[src/rtl/spi_bus_pkg.sv]
// spi_bus_pkg
//   Shared types and constants for the SPI bus arbiter:
//   - spi_bus_state_t : arbiter FSM state encoding
//   - SPI_BYTE_W      : width of one SPI transfer
//   - RST_*           : values the registers take while reset is asserted
//   - max_int         : elaboration-time helper for sizing counters
package spi_bus_pkg;

  localparam int SPI_BYTE_W = 8;

  typedef enum logic [2:0] {
    ST_IDLE  = 3'd0,
    ST_SETUP = 3'd1,
    ST_XFER  = 3'd2,
    ST_WAIT  = 3'd3,
    ST_HOLD  = 3'd4
  } spi_bus_state_t;

  localparam spi_bus_state_t            RST_STATE = ST_IDLE;
  localparam logic [SPI_BYTE_W-1:0]     RST_BYTE  = '0;
  localparam logic                      RST_PULSE = 1'b0;

  function automatic int max_int(input int a, input int b);
    return (a > b) ? a : b;
  endfunction

endpackage

[src/rtl/rr_arbiter.sv]
// rr_arbiter
//   Combinational round-robin picker. Scans the request vector starting at
//   i_ptr and wrapping around; the first active request wins.
//   Ports:
//     i_req     [NREQ-1:0]   request vector
//     i_ptr     [IDX_W-1:0]  index with the highest priority this round
//     o_win     [NREQ-1:0]   one-hot winner, zero when no request
//     o_win_idx [IDX_W-1:0]  binary index of the winner (0 when no request)
//   The pointer register is owned by the instantiating module.
module rr_arbiter #(
  parameter  int NREQ  = 4,
  localparam int IDX_W = $clog2(NREQ)
) (
  input  logic [NREQ-1:0]  i_req,
  input  logic [IDX_W-1:0] i_ptr,
  output logic [NREQ-1:0]  o_win,
  output logic [IDX_W-1:0] o_win_idx
);

  always_comb begin
    int   w_idx;
    logic w_found;
    o_win     = '0;
    o_win_idx = '0;
    w_found   = 1'b0;
    w_idx     = 0;
    for (int off = 0; off < NREQ; off++) begin
      // i_ptr is always a legal index, so a single subtraction wraps it.
      w_idx = int'(i_ptr) + off;
      if (w_idx >= NREQ) w_idx = w_idx - NREQ;
      if (!w_found && i_req[w_idx]) begin
        w_found        = 1'b1;
        o_win[w_idx]   = 1'b1;
        o_win_idx      = IDX_W'(w_idx);
      end
    end
  end

endmodule

[src/rtl/spi_bus_arbiter.sv]
// spi_bus_arbiter
//   Shares one single-byte SPI engine between NREQ requesters. A requester is
//   granted for a whole frame; its active-low chip select is driven with a
//   setup delay before the first byte and a hold delay after the last one.
//   Ports:
//     clk, reset             clock, asynchronous active-low reset
//     req[NREQ]              frame request, held for the whole frame
//     gnt[NREQ]              one-hot grant (zero when idle)
//     tx_data[NREQ*8]        per-requester byte, slice [8i+7:8i]
//     tx_valid/tx_last[NREQ] per-requester byte valid / final-byte marker
//     tx_ready               accept strobe for the granted requester
//     rx_data, rx_valid      received byte and its one-cycle strobe
//     cs_n[NREQ]             per-device chip select, active low
//     eng_start, eng_din     start pulse and byte to the engine
//     eng_busy, eng_done,    engine status, completion pulse and
//     eng_dout               received byte
//     dbg_state              current FSM state
//
//   Handshake: a byte moves from the granted requester g when
//   tx_valid[g] && tx_ready are both high on a rising edge. tx_ready is only
//   ever high in XFER, so no other state can accept. Non-granted tx_* inputs
//   are never looked at.
module spi_bus_arbiter
  import spi_bus_pkg::*;
#(
  parameter int NREQ     = 4,
  parameter int CS_SETUP = 4,
  parameter int CS_HOLD  = 4
) (
  input  logic                       clk,
  input  logic                       reset,
  input  logic [NREQ-1:0]            req,
  output logic [NREQ-1:0]            gnt,
  input  logic [NREQ*SPI_BYTE_W-1:0] tx_data,
  input  logic [NREQ-1:0]            tx_valid,
  input  logic [NREQ-1:0]            tx_last,
  output logic                       tx_ready,
  output logic [SPI_BYTE_W-1:0]      rx_data,
  output logic                       rx_valid,
  output logic [NREQ-1:0]            cs_n,
  output logic                       eng_start,
  output logic [SPI_BYTE_W-1:0]      eng_din,
  input  logic                       eng_busy,
  input  logic                       eng_done,
  input  logic [SPI_BYTE_W-1:0]      eng_dout,
  output spi_bus_state_t             dbg_state
);

  localparam int IDX_W = $clog2(NREQ);
  localparam int CNT_W = $clog2(max_int(CS_SETUP, CS_HOLD) + 1);
  localparam logic [CNT_W-1:0] SETUP_LOAD = CNT_W'(CS_SETUP - 1);
  localparam logic [CNT_W-1:0] HOLD_LOAD  = CNT_W'(CS_HOLD - 1);

  spi_bus_state_t          r_state;
  logic [CNT_W-1:0]        r_cnt;
  logic [NREQ-1:0]         r_gnt;
  logic [NREQ-1:0]         r_cs_n;
  logic [IDX_W-1:0]        r_gidx;
  logic [IDX_W-1:0]        r_ptr;
  logic                    r_last;
  logic                    r_drop;
  logic                    r_tx_ready;
  logic                    r_eng_start;
  logic [SPI_BYTE_W-1:0]   r_eng_din;
  logic [SPI_BYTE_W-1:0]   r_rx_data;
  logic                    r_rx_valid;

  logic [NREQ-1:0]         w_win;
  logic [IDX_W-1:0]        w_win_idx;
  logic                    w_any_req;
  logic                    w_req_g;
  logic                    w_valid_g;
  logic                    w_last_g;
  logic [SPI_BYTE_W-1:0]   w_byte_g;
  logic                    w_accept;

  rr_arbiter #(.NREQ(NREQ)) u_rr (
    .i_req     (req),
    .i_ptr     (r_ptr),
    .o_win     (w_win),
    .o_win_idx (w_win_idx)
  );

  assign w_any_req = |req;

  // Select the granted requester's inputs by its registered index.
  always_comb begin
    w_req_g   = 1'b0;
    w_valid_g = 1'b0;
    w_last_g  = 1'b0;
    w_byte_g  = '0;
    for (int i = 0; i < NREQ; i++) begin
      if (r_gidx == IDX_W'(i)) begin
        w_req_g   = req[i];
        w_valid_g = tx_valid[i];
        w_last_g  = tx_last[i];
        w_byte_g  = tx_data[i*SPI_BYTE_W +: SPI_BYTE_W];
      end
    end
  end

  assign w_accept = r_tx_ready & w_valid_g;

  always_ff @(posedge clk or negedge reset) begin
    if (!reset) begin
      r_state     <= RST_STATE;
      r_cnt       <= '0;
      r_gnt       <= '0;
      r_cs_n      <= '1;
      r_gidx      <= '0;
      r_ptr       <= '0;
      r_last      <= 1'b0;
      r_drop      <= 1'b0;
      r_tx_ready  <= 1'b0;
      r_eng_start <= RST_PULSE;
      r_eng_din   <= RST_BYTE;
      r_rx_data   <= RST_BYTE;
      r_rx_valid  <= RST_PULSE;
    end else begin
      r_eng_start <= 1'b0;
      r_rx_valid  <= 1'b0;
      case (r_state)
        ST_IDLE: begin
          if (w_any_req) begin
            r_state <= ST_SETUP;
            r_gnt   <= w_win;
            r_cs_n  <= ~w_win;
            r_gidx  <= w_win_idx;
            r_cnt   <= SETUP_LOAD;
            r_last  <= 1'b0;
            r_drop  <= 1'b0;
          end
        end

        ST_SETUP: begin
          if (!w_req_g) begin
            r_state <= ST_HOLD;
            r_cnt   <= HOLD_LOAD;
          end else if (r_cnt == '0) begin
            r_state    <= ST_XFER;
            r_tx_ready <= ~eng_busy;
          end else begin
            r_cnt <= r_cnt - CNT_W'(1);
          end
        end

        ST_XFER: begin
          if (!w_req_g) begin
            // Abandoned frame: a same-cycle tx_valid is not taken.
            r_state    <= ST_HOLD;
            r_tx_ready <= 1'b0;
            r_cnt      <= HOLD_LOAD;
          end else if (w_accept) begin
            r_state     <= ST_WAIT;
            r_tx_ready  <= 1'b0;
            r_eng_start <= 1'b1;
            r_eng_din   <= w_byte_g;
            r_last      <= w_last_g;
            r_drop      <= 1'b0;
          end else begin
            // tx_ready tracks the engine one cycle late, so a busy engine
            // never sees a start it cannot take.
            r_tx_ready <= ~eng_busy;
          end
        end

        ST_WAIT: begin
          // Remember a drop even if req comes back before the byte ends.
          if (!w_req_g) r_drop <= 1'b1;
          if (eng_done) begin
            r_rx_data  <= eng_dout;
            r_rx_valid <= 1'b1;
            if (r_last || r_drop || !w_req_g) begin
              r_state <= ST_HOLD;
              r_cnt   <= HOLD_LOAD;
            end else begin
              r_state    <= ST_XFER;
              r_tx_ready <= 1'b1;
            end
          end
        end

        ST_HOLD: begin
          if (r_cnt == '0) begin
            r_state <= ST_IDLE;
            r_gnt   <= '0;
            r_cs_n  <= '1;
            r_ptr   <= (r_gidx == IDX_W'(NREQ - 1)) ? '0 : r_gidx + IDX_W'(1);
          end else begin
            r_cnt <= r_cnt - CNT_W'(1);
          end
        end

        default: begin
          r_state    <= ST_IDLE;
          r_gnt      <= '0;
          r_cs_n     <= '1;
          r_tx_ready <= 1'b0;
        end
      endcase
    end
  end

  assign gnt       = r_gnt;
  assign cs_n      = r_cs_n;
  assign tx_ready  = r_tx_ready;
  assign rx_data   = r_rx_data;
  assign rx_valid  = r_rx_valid;
  assign eng_start = r_eng_start;
  assign eng_din   = r_eng_din;
  assign dbg_state = r_state;

endmodule

[config.mk]
export PLATFORM = sky130hd
export DESIGN_NAME = spi_bus_arbiter
export DESIGN_NICKNAME = d
export VERILOG_FILES = /design/src/rtl/spi_bus_pkg.sv /design/src/rtl/rr_arbiter.sv /design/src/rtl/spi_bus_arbiter.sv
export SDC_FILE = /design/constraint.sdc
export NUM_CORES = 1
export LEC_CHECK = 0
export ABC_CLOCK_PERIOD_IN_PS = 7200
export CAP_MARGIN = 15
export CORE_MARGIN = 1
export CORE_UTILIZATION = 25
export CTS_CLUSTER_DIAMETER = 100
export CTS_CLUSTER_SIZE = 30
export DETAILED_ROUTE_END_ITERATION = 10
export MAX_ROUTING_LAYER = met4
export SYNTH_ARGS = -nofsm -noshare
export SYNTH_HDL_FRONTEND = slang
export SYNTH_SLANG_ARGS = --single-unit
[constraint.sdc]
create_clock -name clk -period 7.2 [get_ports clk]
set_clock_uncertainty 0.05 [all_clocks]
set_input_delay 1.08 -clock clk [delete_from_list [all_inputs] [get_ports clk]]
set_output_delay 1.08 -clock clk [all_outputs]
set_load 0.02 [all_outputs]
### Yosys cells after proc, flatten, opt, wreduce, memory -nomap -nowiden

Cells that the tools add are included.

* register bits after elaboration: 39
* output and inout port bits: 30

* mux-type cells: 94
* $add $sub $neg: 9
* equal/unequal tests: 20
* bitwise operators: 8
* $lt $le $gt $ge: 12
* reductions and logical operators: 32

Operator list (number)
* 32-bit by 1-bit greater-or-equal comparator with 1-bit output (second input constant): 4
* 32-bit by 4-bit < comparator with 1-bit output (second input constant): 4
* 32-bit 2-to-1 mux: 4
* 32-bit by 4-bit greater-or-equal comparator with 1-bit output (second input constant): 3
* 32-bit by 4-bit subtractor with 32-bit output (second input constant): 3
* 1-bit 2-to-1 mux: 44
* 3-bit 2-to-1 mux: 14
* 4-bit 2-to-1 mux: 8
* 8-bit 2-to-1 mux: 4
* 3-bit one-hot mux with 5 select lines: 2
* 4-bit one-hot mux with 3 select lines: 2
* 2-bit != test (second input constant): 11
* 5-bit AND reduction: 4
* 4-bit OR: 3
* 2-bit 2-to-1 mux: 5
* 1-bit binary-select mux with 2-bit select: 4
* 1-bit demux with 2-bit select: 4
* 1-bit logical AND: 7
* 2-bit by 2-bit adder with 3-bit output (second input constant): 2
* 3-bit by 2-bit == test with 1-bit output (second input constant): 2
* 3-bit zero test: 2
* 3-bit != test (second input constant): 2
* 2-bit AND reduction: 3
* 3-bit AND reduction: 2
* 25 further kinds: 32

### Logic depth before layout (Yosys ltp)

Gate-level depths: netlist (run 1).

* depth after elaboration: 18
* depth in mapped cells: 9
* mapped depth without buffers: 7

### By module

Synthesis (run 1) repeated with hierarchy kept, for this count alone.

* cells, all modules: 283
* area, all modules: 2617.5 µm²

By module, submodules not included
* spi_bus_arbiter: area an instance 2090.8 µm², instances 1, sequential area each 980.9 µm², cells each 215
* rr_arbiter: area an instance 526.8 µm², instances 1, sequential area each 0.0 µm², cells each 68

### Worst setup path before layout (run 1)

No wires, ideal clock.

* path type: in2reg
* from: in req[3]
* to: reg r_gidx[1]
* setup time: 0.136 ns
* stages: 6
* buffers on the path: 2
* data arrival time: 2.510 ns
* setup slack: 4.504 ns
* data required time: 7.014 ns
* cell sequence: buf_2 mux4_2 buf_2 or4_1 o31ai_1 a22oi_1

* longest elaborated chain between the ends: 13
* elaborated cells on any way between the ends: 27

Ends and longest elaborated chain
* from (decl): line spi_bus_arbiter.sv:32 `input logic [NREQ-1:0] req,`
* 1-bit binary-select mux with 2-bit select: line rr_arbiter.sv:31 `if (!w_found && i_req[w_idx]) begin`
* 1-bit 2-to-1 mux (not written as such) (2 in series): line rr_arbiter.sv:31
* 1-bit 2-to-1 mux: line rr_arbiter.sv:31
* 1-bit zero test: line rr_arbiter.sv:31
* 1-bit logical AND: line rr_arbiter.sv:31
* 1-bit 2-to-1 mux: line rr_arbiter.sv:31
* 1-bit zero test: line rr_arbiter.sv:31
* 1-bit logical AND: line rr_arbiter.sv:31
* 1-bit 2-to-1 mux: line rr_arbiter.sv:31
* 1-bit zero test: line rr_arbiter.sv:31
* 1-bit logical AND: line rr_arbiter.sv:31
* 2-bit 2-to-1 mux: line rr_arbiter.sv:31
* to (signal assigned): line spi_bus_arbiter.sv:128 `r_gidx <= w_win_idx;`
* to (decl): line spi_bus_arbiter.sv:58 `logic [IDX_W-1:0] r_gidx;`

Several ways; a longest one is shown, not always the timed one. The select of a mux whose other input is x is not followed.
A chain may end at the register's enable or synchronous reset.

### Final worst setup path (run 1)

* from: in req[1]
* to: reg r_eng_din[3] (netlist: eng_din[3])

* longest elaborated chain between the ends: 4

Ends and longest elaborated chain
* 1-bit 2-to-1 mux (3 in series): line spi_bus_arbiter.sv:93 `if (r_gidx == IDX_W'(i)) begin`
* 3-bit AND reduction (no source line)
* to (signal assigned): line spi_bus_arbiter.sv:157 `r_eng_din <= w_byte_g;`
* to (decl): line spi_bus_arbiter.sv:64 `logic [SPI_BYTE_W-1:0] r_eng_din;`

No other way between the ends.

==> flow_metrics.tcl, run 1 <==
set metrics [dict create \
    maxCapViolCount 0 \
    powerDensity_nw_per_um2 328 \
    portBuffers 85 \
    cts_resized 0 \
    htree_levels 2 \
    synth_nets 342 \
    post-dp-hpwl_um 5190 \
    cts_buffers 5 \
    cp_cell_sequence "clkdlybuf4s50_1 -> a211oi_1 -> a211oi_1 -> buf_4 -> o211ai_1 -> buf_4 -> inv_1 -> mux2_2" \
    row_count 36 \
    initial_core_util 0.261 \
    diodes 0 \
    netlist_top_cells_count "dfrtp_1, nand2_1, a21oi_1" \
    finalSetupViolCount 0 \
    synth_area_um2 2590 \
    place_inst 477 \
    grt_pass1_wl_um 11400 \
    ff_latch_area_um2 981 \
    die_w_um 104 \
    min_period_over_period 0.419 \
    critical_path_class "input port to flop" \
    core-area_um2 9910 \
    utilization 0.367 \
    sw_frac_of_total 0.435 \
    grt_usage 0.133 \
    slew_headroom 0.392 \
    slowest_stage "clkdlybuf4s50_1" \
    clock_latency_ps 290 \
    root_buffer "clkbuf_8" \
    fillerInstances 1047 \
    drc_errors 0 \
    cp_max_fo 17 \
    postCtsSetupBuffers 0 \
    wirelength_um 6960 \
    routedWlPerCell_um 14.4 \
    clock-sinks 39 \
    cellInternalPower_w 0.000672 \
    drt_first_iter_violations 74 \
    layout.nets 417 \
    yosysMostFrequentCell "dfrtp_1" \
    worstPathArrival_ps 3150 \
    worst_pin_slew_ps 912 \
    synth_area_leaders "dfrtp_1, ha_1, mux2_2, dfstp_2, a21oi_1" \
    endpoint_kind "flop" \
    synth-warning-count 0 \
    ys_ff_latch 39 \
    syn_to_final_growth_pct 40.4 \
    fin_crit_ps 3020 \
    cts_tree "built" \
    multi_input_area_um2 1450 \
    power_frac_seq 0.290 \
    syn_inst 276 \
    crit_required_ps 7330 \
    clkTransAtPathRegs_ps 80 \
    startpoint_type "input port" \
    min_path_type "flop to flop" \
    run_status "finished, final reports clean" \
    setup_tns_ps 0 \
    path_buf_inv 4 \
    power.switching_w 0.000518 \
    yosys.area.top_type "dfrtp_1" \
    final_layout_size_suffix_gt1_frac 0.0994 \
    stdcell_count 485 \
    syn_avg_cell_area_um2 9.37 \
    grt-ovfl-total 0 \
    p_leak_nw 1.49 \
    rsz0062_at_grt "no" \
    first_pass_iters 5 \
    vias 2396 \
    irDropWorstVdd_uv 110 \
    gp_congestion 0.783 \
    max_freq_ghz 0.331 \
    crit_family "buffers and inverters" \
    timing.final.max_slew_violations 0 \
    netlist.area_leader.share 0.338 \
    finalHoldViolCount 0 \
    async_flop_share 1.00 \
    io_pins 86 \
    synth-seq-area-share 0.379 \
    ant_nets 0 \
    clkPwrFrac 0.157 \
    max-clock-path-buffers 2 \
    combPwrFrac 0.553 \
    avgViaCountPerCell 4.94 \
    ys_types 49 \
    grt_pass1_vias 2400 \
    antenna_found_initial 0 \
    grt_start_max_net_pins 40 \
    die_area_um2 10800 \
    cts_hold_buf 0 \
    synth_ff_type "dfrtp_1" \
    cpPeakStageDelay_ps 630 \
    synth_edf_count 0 \
    die_h_um 104 \
]
[sequential cells by signal, indices dropped and copies added (netlist names), 2 cells and up]
register,flops
eng_din,8
rx_data,8
cs_n,4
gnt,4
dbg_state,3
r_cnt,3
r_gidx,2
r_ptr,2
[metal layers]
| layer | share of wire | vias to the layer above | global-route usage |
|---|---|---|---|
| met5 | 0 | - | - |
| met4 | 0.012 | 0 | 0.0347 |
| met3 | 0.028 | 11 | 0.0233 |
| met2 | 0.53 | 52 | 0.243 |
| met1 | 0.43 | 1170 | 0.149 |
| li1 | - | 1163 | - |
[power by group through the flow]
| stage | clock network (W) | logic, W | registers, W |
|---|---|---|---|
| 2_1_floorplan | 0 | 0.000464 | 0.000350 |
| 6_report | 0.000186 | 0.000659 | 0.000345 |
| 5_1_grt | 0.000204 | 0.000726 | 0.000355 |
| 4_1_cts | 0.000196 | 0.000662 | 0.000345 |
| 3_3_place_gp | 0 | 0.000653 | 0.000348 |
| 3_5_place_dp | 0 | 0.000659 | 0.000349 |
[through the flow]
step           worst slack, ps  instance area, um^2  hold slack, ps  total power, W
2_1_floorplan             4500                 2590             401        0.000814
3_3_place_gp              3930                 3520             404         0.00100
3_5_place_dp              3890                 3520             403         0.00101
4_1_cts                   4200                 3630             416         0.00120
5_1_grt                   4080                 3630             447         0.00129
6_report                  4180                 3630             412         0.00119
[worst reg2reg max path, stage by stage, from the launching register on]
cell and delay, ps:
dfrtp_1 650, inv_1 170, ha_1 460, mux4_2 650, nor4b_4 420, nand2_1 110
a41oi_2 240, a21o_1 110
[logic make-up after synthesis]
group | count (synthesis) | share of synthesized area
AOI/OAI and AO/OA | 87 | 0.241
adders and majority gates | 10 | 0.0484
buffers and inverters | 36 | 0.0614
DFF | 39 | 0.379
muxes | 17 | 0.0914
and+or+nand+nor | 87 | 0.178
[final cells by class]
cell class	instances	share of cell area
multi-input combinational	201	0.399
timing repair buffer	87	0.237
tap	133	0.0458
sequential	39	0.270
clock inverter	3	0.0121
inverter	17	0.0176
clock buffer	5	0.0189
[final timing paths]
kind | startpoint | endpoint | slack (ps) | depth (start not counted)
max in group asynchronous | reset | r_cnt[2] | 5670 | 1
max reg2reg | r_ptr[0] | gnt[2] | 4290 | 7
min in group asynchronous | reset | eng_start | 870 | 1
max | req[1] | eng_din[3] | 4180 | 8
min reg2reg | cs_n[2] | cs_n[2] | 410 | 2
min | cs_n[2] | cs_n[2] | 410 | 2
[cells in the final DEF (no fill, tap or decap), types with 2 or more instances in the layout]
master,netlist,layout
clkdlybuf4s50_1,0,84
dfrtp_1,35,35
nand2_1,26,26
a21oi_1,20,20
inv_1,17,17
o21ai_0,16,16
nor2_1,15,15
nor2b_1,12,12
nor3_1,11,11
mux2_2,10,10
ha_1,10,10
nand3b_1,8,8
a211oi_1,7,7
a221oi_1,7,7
o31ai_1,6,6
a22oi_1,6,6
clkbuf_8,0,5
a41oi_2,4,4
a21o_1,4,4
dfstp_2,4,4
nand3_1,3,3
nand2b_1,3,3
mux4_2,3,3
mux2i_1,3,3
nor3b_1,2,2
and2_1,2,2
o21a_1,2,2
a31oi_1,2,2
buf_4,1,2
Power figures use the tool's default switching activity.
==> run 2, diff against run 1 <==
--- a/config.mk
+++ b/config.mk
@@ -5,7 +5,7 @@
 export SDC_FILE = /design/constraint.sdc
 export NUM_CORES = 1
 export LEC_CHECK = 0
-export ABC_CLOCK_PERIOD_IN_PS = 7200
+export ABC_CLOCK_PERIOD_IN_PS = 2800
 export CAP_MARGIN = 15
 export CORE_MARGIN = 1
 export CORE_UTILIZATION = 25
==> constraint.sdc (replaced) <==
create_clock -name clk -period 2.8 [get_ports clk]
set_clock_uncertainty 0.05 [all_clocks]
set_input_delay 0.42 -clock clk [delete_from_list [all_inputs] [get_ports clk]]
set_output_delay 0.42 -clock clk [all_outputs]
set_load 0.02 [all_outputs]
==> run 2 against run 1 <==
  * Worst hold slack got worse by 190 ps
  * Sequential power increased by 140%
  * Largest power group unchanged
  * Setup slack worse by 3700 ps
  * Clock-buffer cell count increased by 1
  * Die area stayed put
  * Sequential share of layout area shrank 0.58 points
  * Highest routed layer unchanged
  * Final cell count grew 2.1%
  * Design area increased by 2.2%
  * Power rose to 2.6 times the previous value
  * Critical endpoint is now gnt[1]
  * Largest cell class unchanged
  * Wire length rose by 0.39%
  * Core utilization up 0.81 points
==> flow_metrics.tcl, run 2 (synthesized netlist as in run 1, its figures left out) <==
set metrics [dict create \
    layout.cells.most_common "clkdlybuf4s50_1" \
    slowest_stage "mux4_2" \
    die_area_um2 10800 \
    crit_required_ps 2980 \
    worstPathArrival_ps 2540 \
    stdcell_count 495 \
    finalSetupViolCount 0 \
    r2r_cells 7 \
    rsz0062_at_grt "no" \
    grt_usage 0.136 \
    cp_cell_sequence "inv_1 -> ha_1 -> mux4_2 -> nor4b_4 -> nand2_1 -> a41oi_2 -> a21o_1" \
    drc_errors 0 \
    die_h_um 104 \
    worst_pin_slew_ps 936 \
    htree_levels 2 \
    layout_common_cells "clkdlybuf4s50_1, dfrtp_1, nand2_1, a21oi_1, inv_1" \
    setup_tns_ps 0 \
    critical_path_class "flop to flop" \
    path_buf_inv 1 \
    ant_nets 0 \
    avgViaCountPerCell 4.81 \
    fin_crit_ps 2360 \
    cp_max_fo 8 \
    rrSetupSlack_ps 440 \
    layout.nets 427 \
    cts_buffers 5 \
    critical_path_cell_count 7 \
    p_leak_nw 1.54 \
    post-dp-hpwl_um 5320 \
    diodes 0 \
    gp_congestion 0.808 \
    antenna_found_initial 0 \
    place_inst 487 \
    final_layout_size_suffix_gt1_frac 0.124 \
    grt-ovfl-total 0 \
    max-clock-path-buffers 2 \
    first_pass_iters 4 \
    clkTransAtPathRegs_ps 80 \
    io_pins 86 \
    maxCapViolCount 0 \
    rr_endpoint "gnt[1]" \
    portBuffers 85 \
    grt_pass1_vias 2387 \
    cpPeakStageDelay_ps 610 \
    root_buffer "clkbuf_8" \
    wirelength_um 6990 \
    slew_headroom 0.376 \
    max_freq_ghz 0.424 \
    grt_start_max_net_pins 40 \
    row_count 36 \
    irDropWorstVdd_uv 268 \
    crit_family "multiplexers" \
    finalHoldViolCount 0 \
    routedWlPerCell_um 14.1 \
    endpoint_kind "flop" \
    run_status "finished, final reports clean" \
    clock-sinks 39 \
    vias 2382 \
    startpoint_type "flop" \
    min_path_type "input port to async pin" \
    drt_first_iter_violations 157 \
    cts_hold_buf 0 \
    die_w_um 104 \
    initial_core_util 0.261 \
    cts_tree "built" \
    postCtsSetupBuffers 0 \
    grt_pass1_wl_um 11700 \
    powerDensity_nw_per_um2 844 \
    core-area_um2 9910 \
    syn_to_final_growth_pct 43.5 \
    crit-reg2reg-launch "r_ptr[1]" \
    cts_resized 0 \
    timing.final.max_slew_violations 0 \
    clock_latency_ps 290 \
    min_period_over_period 0.843 \
]
-- run 2: how the worst max path moves through the flow --
stage | from | to | slack [ps]
final | r_ptr[1] | gnt[1] | 440
after detailed placement | req[2] | gnt[1] | 160
after CTS | r_gidx[0] | eng_din[3] | 410
after global placement | req[2] | gnt[2] | 210
after global routing | r_gidx[0] | eng_din[3] | 250
after floorplan | r_ptr[1] | gnt[0] | 200
-- run 2: per-stage QoR --
step / worst slack (ps) / cell area [um^2] / util / total power (W) / hold WS [ps]
6_report: 439 / 3710 / 0.375 / 0.00313 / 223
5_1_grt: 253 / 3710 / 0.375 / 0.00341 / 290
4_1_cts: 414 / 3710 / 0.375 / 0.00319 / 255
3_5_place_dp: 161 / 3590 / 0.363 / 0.00267 / 400
3_3_place_gp: 212 / 3590 / 0.363 / 0.00266 / 402
2_1_floorplan: 198 / 2590 / - / 0.00209 / 74.4
-- run 2: layout make-up --
| cell class | instances | area, um^2 |
|---|---|---|
| Clock inverter | 2 | 35.0 |
| Timing Repair Buffer | 97 | 936 |
| Fill cell | 1014 | 6200 |
| Inverter | 17 | 63.8 |
| Tap cell | 133 | 166 |
| Sequential cell | 39 | 981 |
| Multi-Input combinational cell | 201 | 1450 |
| Clock buffer | 6 | 82.6 |
-- run 2: layer usage --
metal,routed length (um),up-vias,track usage,share of wire
li1,-,1177,-,-
met1,3060,1157,0.162,0.44
met2,3680,41,0.240,0.53
met3,218,7,0.0252,0.031
met4,37,0,0.0245,0.0053
met5,0,-,-,0
-- run 2: power breakdown --
part           switching [W]  total (W)  internal [W]
Sequential          0.000133   0.000843      0.000710
Clock               0.000200   0.000488      0.000288
Combinational       0.000975    0.00180      0.000825
